===== src/rtl/debug_pattern_pkg.sv =====
// Shared definitions for the debug colour-bar pattern generator and checker:
// command codes, checker states, RGB565 bar colours and the expected-word function.
package debug_pattern_pkg;

    localparam logic [1:0] CMD_PIXEL       = 2'd0;
    localparam logic [1:0] CMD_FRAME_START = 2'd1;
    localparam logic [1:0] CMD_FRAME_END   = 2'd2;
    localparam logic [1:0] CMD_RESERVED    = 2'd3;

    typedef enum logic [1:0] {
        WAIT_SOF = 2'd0,
        IN_FRAME = 2'd1,
        REPORT   = 2'd2
    } chk_state_t;

    localparam logic [15:0] RGB_WHITE   = 16'hFFFF;
    localparam logic [15:0] RGB_YELLOW  = 16'hFFE0;
    localparam logic [15:0] RGB_CYAN    = 16'h07FF;
    localparam logic [15:0] RGB_GREEN   = 16'h07E0;
    localparam logic [15:0] RGB_MAGENTA = 16'hF81F;
    localparam logic [15:0] RGB_RED     = 16'hF800;
    localparam logic [15:0] RGB_BLUE    = 16'h001F;
    localparam logic [15:0] RGB_BLACK   = 16'h0000;

    function automatic logic [15:0] bar_colour(input logic [2:0] idx);
        logic [15:0] c;
        case (idx)
            3'd0:    c = RGB_WHITE;
            3'd1:    c = RGB_YELLOW;
            3'd2:    c = RGB_CYAN;
            3'd3:    c = RGB_GREEN;
            3'd4:    c = RGB_MAGENTA;
            3'd5:    c = RGB_RED;
            3'd6:    c = RGB_BLUE;
            default: c = RGB_BLACK;
        endcase
        return c;
    endfunction

    // Word carries {pixel x+1, pixel x}; each pixel takes the colour of its own bar.
    function automatic logic [31:0] expected_word(input logic [15:0] x,
                                                  input logic [15:0] bar_width);
        logic [2:0] bar_lo;
        logic [2:0] bar_hi;
        bar_lo = 3'(x / bar_width);
        bar_hi = 3'((x + 16'd1) / bar_width);
        return {bar_colour(bar_hi), bar_colour(bar_lo)};
    endfunction

endpackage


===== src/rtl/debug_pattern_ref.sv =====
// Expected colour-bar word source, driven by the x position of the low pixel.
// Used by both the pattern generator and the checker so their patterns agree.
module debug_pattern_ref
    import debug_pattern_pkg::*;
#(
    parameter int FRAME_WIDTH = 640,
    parameter int X_WIDTH     = $clog2(FRAME_WIDTH)
)(
    input  logic [X_WIDTH-1:0] i_x,
    output logic [31:0]        o_word
);

    localparam logic [15:0] BAR_WIDTH = 16'(FRAME_WIDTH / 8);

    logic [15:0] w_x;

    assign w_x    = 16'(i_x);
    assign o_word = expected_word(w_x, BAR_WIDTH);

endmodule


===== config.mk =====
export PLATFORM = sky130hd
export DESIGN_NAME = debug_pattern_ref
export DESIGN_NICKNAME = d
export VERILOG_FILES = /design/src/rtl/debug_pattern_pkg.sv /design/src/rtl/debug_pattern_ref.sv
export SDC_FILE = /design/constraint.sdc
export NUM_CORES = 1
export LEC_CHECK = 0
export ABC_CLOCK_PERIOD_IN_PS = 2300
export BUFFER_PORTS_ARGS = -buffer_cell sky130_fd_sc_hd__buf_4
export CAP_MARGIN = 20
export CORE_MARGIN = 5
export CORE_UTILIZATION = 45
export DETAILED_ROUTE_END_ITERATION = 6
export PLACE_DENSITY = 0.74
export REMOVE_ABC_BUFFERS = 1
export SLEW_MARGIN = 20
export SYNTH_ARGS = -nofsm -noshare
export SYNTH_HDL_FRONTEND = slang
export SYNTH_SLANG_ARGS = --single-unit

===== constraint.sdc =====
create_clock -name vclk -period 2.3
set_clock_uncertainty 0.1 [all_clocks]
set_input_delay 0.115 -clock vclk [all_inputs]
set_output_delay 0.115 -clock vclk [all_outputs]
set_load 0.02 [all_outputs]

==> flow_summary.toml <==
[synthesis]
yosys-top-cells-area = "buf_4 22%, nand2_1 4.6%, o21ai_0 3.9%"
seq_area_frac_synth = 0
yosys.area.top_type = "buf_4"
synth_top_area_frac = 0.220
synth_cell_types = 48
syn-mean-instance-area_um2 = 6.48
syn_inst = 137
synthesis.area_um2 = 888
synth_warnings = 0

[layout]
diodes = 0
flops_and_latches = 0
final_layout_size_suffix_gt1_frac = 0.400
finalNetCount = 168
clock_buffers = 0
area.growth.synth_to_final_pct = 26.5
fillCellCount = 203
multiInputGateArea_um2 = 681
regArea_um2 = 0

[route]
wire_per_inst_um = 15.7
wl_um = 2850
drc = 0
viasPerCell = 5.96
drt-pass1-iter-count = 4
ant_nets = 0
vias = 1084
drt-initial-drc-count = 40

[timing]
min_period_ns = 2.20
fmax_mhz = 455
tns_ns = 0
max_slew_margin = 0.589
report.final.setup_viol = 0
finalMaxSlewViolations = 0
whs_ns = 0.681
worst_slew_pin_slew_ns = 0.610
fin_crit_sh = 0.955
timing.final.hold_violations = 0

[floorplanning]
die_y_um = 54.4
start_util = 0.462
die_w_um = 54.4
fp.dieArea_um2 = 2960
row_count = 16
ios = 42
core_um2 = 1920

[flow_run]
drv_cap = 0

[power]
peakVddDrop_v = 0.000209
leakage_nw = 0.451
power.density_nw_per_um2 = 345

[placement]
post-dp-hpwl_um = 2100
portBuffers = 42
place_congestion = 0.868

[critical_path]
endpoint = "o_word[20]"
crit_path_max_fanout = 10
path_class = "primary input to output pin"
start_kind = "primary input"
cp.required_ns = 2.09
critPathLaunch = "i_x[5]"
arrival_ns = 1.98
end_kind = "output pin"

[min_path]
hold_path_class = "primary input to output pin"

[global_route]
grt_pass1_vias = 903
antenna_found_initial = 0
grt_max_degree = 18
grt_overflow_total = 0
grt_pass1_wl_um = 4120
grt_use_total = 0.180

[outcome]
outcome = "complete, no violations"

[clocking]
cts.hold.buffers_added = 0
## cells in the mapped netlist (all sizes together)
library cell,instances
o221a,1
o211ai,2
xnor2,2
inv,7
clkbuf,3
and2,5
nand2b,2
a22oi,1
o21ai,8
a41oi,1
a31oi,5
nand2,11
nand4,4
o221ai,2
o2111ai,1
o41ai,2
a221oi,1
nor3,4
maj3,1
buf,30
a32oi,1
o32a,1
o21bai,1
nand3,7
o22ai,2
a311o,2
nor4,1
nor2,7
mux2i,1
a21oi,6
nand4b,1
a211oi,1
or3,4
a311oi,1
ha,1
nor4b,1
a32o,1
nor2b,1
a2111oi,3
and4,1
## through the flow
step | power, mW | util | cells | setup WS (ns) | instance area (um^2)
6_report | 0.387 | 0.585 | 182 | 0.104 | 1120
5_1_grt | 0.411 | 0.585 | 182 | -0.00110 | 1120
4_1_cts | 0.374 | 0.558 | 181 | 0.0573 | 1070
3_5_place_dp | 0.370 | 0.555 | 181 | -0.0515 | 1070
3_3_place_gp | 0.363 | 0.555 | 181 | 0.0334 | 1070
2_1_floorplan | 0.191 | - | 104 | -1.44 | 657
## power by group
| part | internal (mW) | total, mW | switching [mW] |
|---|---|---|---|
| registers | 0 | 0 | 0 |
| clock network | 0 | 0 | 0 |
| logic | 0.157 | 0.387 | 0.230 |
## final cells by class
type,instances,area share
inverter,7,0.0234
multi-input combinational,97,0.606
tap,27,0.0301
timing repair buffer,51,0.341
## worst min path at each step
stage,start,to,slack [ns],depth (start not counted)
detailed placement,i_x[9],o_word[3],0.68,3
global placement,i_x[9],o_word[0],0.67,3
floorplan,i_x[9],o_word[0],0.65,2
global route,i_x[9],o_word[3],0.74,3
finish,i_x[9],o_word[3],0.68,3
CTS,i_x[9],o_word[3],0.68,3
## logic make-up after synthesis
logic type | synth area share
multiplexers | 0.0113
adder cells (fa/ha/maj) | 0.0254
AO/OA/AOI/OAI | 0.355
AND/OR/NAND/NOR | 0.299
XOR/XNOR | 0.0197
buffers and inverters | 0.290
## layout by cell type, fill, tap and decap left out, drive strengths merged, types with 2 or more instances in the layout
master   synthesis  final
buf             30     51
nand2           11     11
o21ai            8      8
inv              7      7
nor2             7      7
nand3            7      7
a21oi            6      6
and2             5      5
a31oi            5      5
nand4            4      4
or3              4      4
nor3             4      4
a2111oi          3      3
o221ai           2      2
nand2b           2      2
xnor2            2      2
a311o            2      2
o211ai           2      2
o41ai            2      2
o22ai            2      2
## worst max-delay path, cell delays in order
cell and delay, ns:
buf_4 0.14, nand2_1 0.10, buf_4 0.16, or3_1 0.37, o221ai_1 0.27, o21ai_0 0.12, a32o_1 0.29, o22ai_2 0.22
buf_4 0.20
## routing by layer
layer | part of all wire | track usage | vias to the layer above
met3 | 0.049 | 0 | 2
li1 | - | - | 530
met4 | 0.0021 | 0 | 0
met5 | 0 | 0 | -
met2 | 0.54 | 0.339 | 35
met1 | 0.41 | 0.242 | 517
## timing repair
item | 4_1_cts | 5_1_grt
endpoints found under the setup margin | 5 | 10
pin swaps | 0 | 2
gates resized for setup | 1 | 8
setup buffers | 0 | 1
Power figures use the tool's default switching activity.
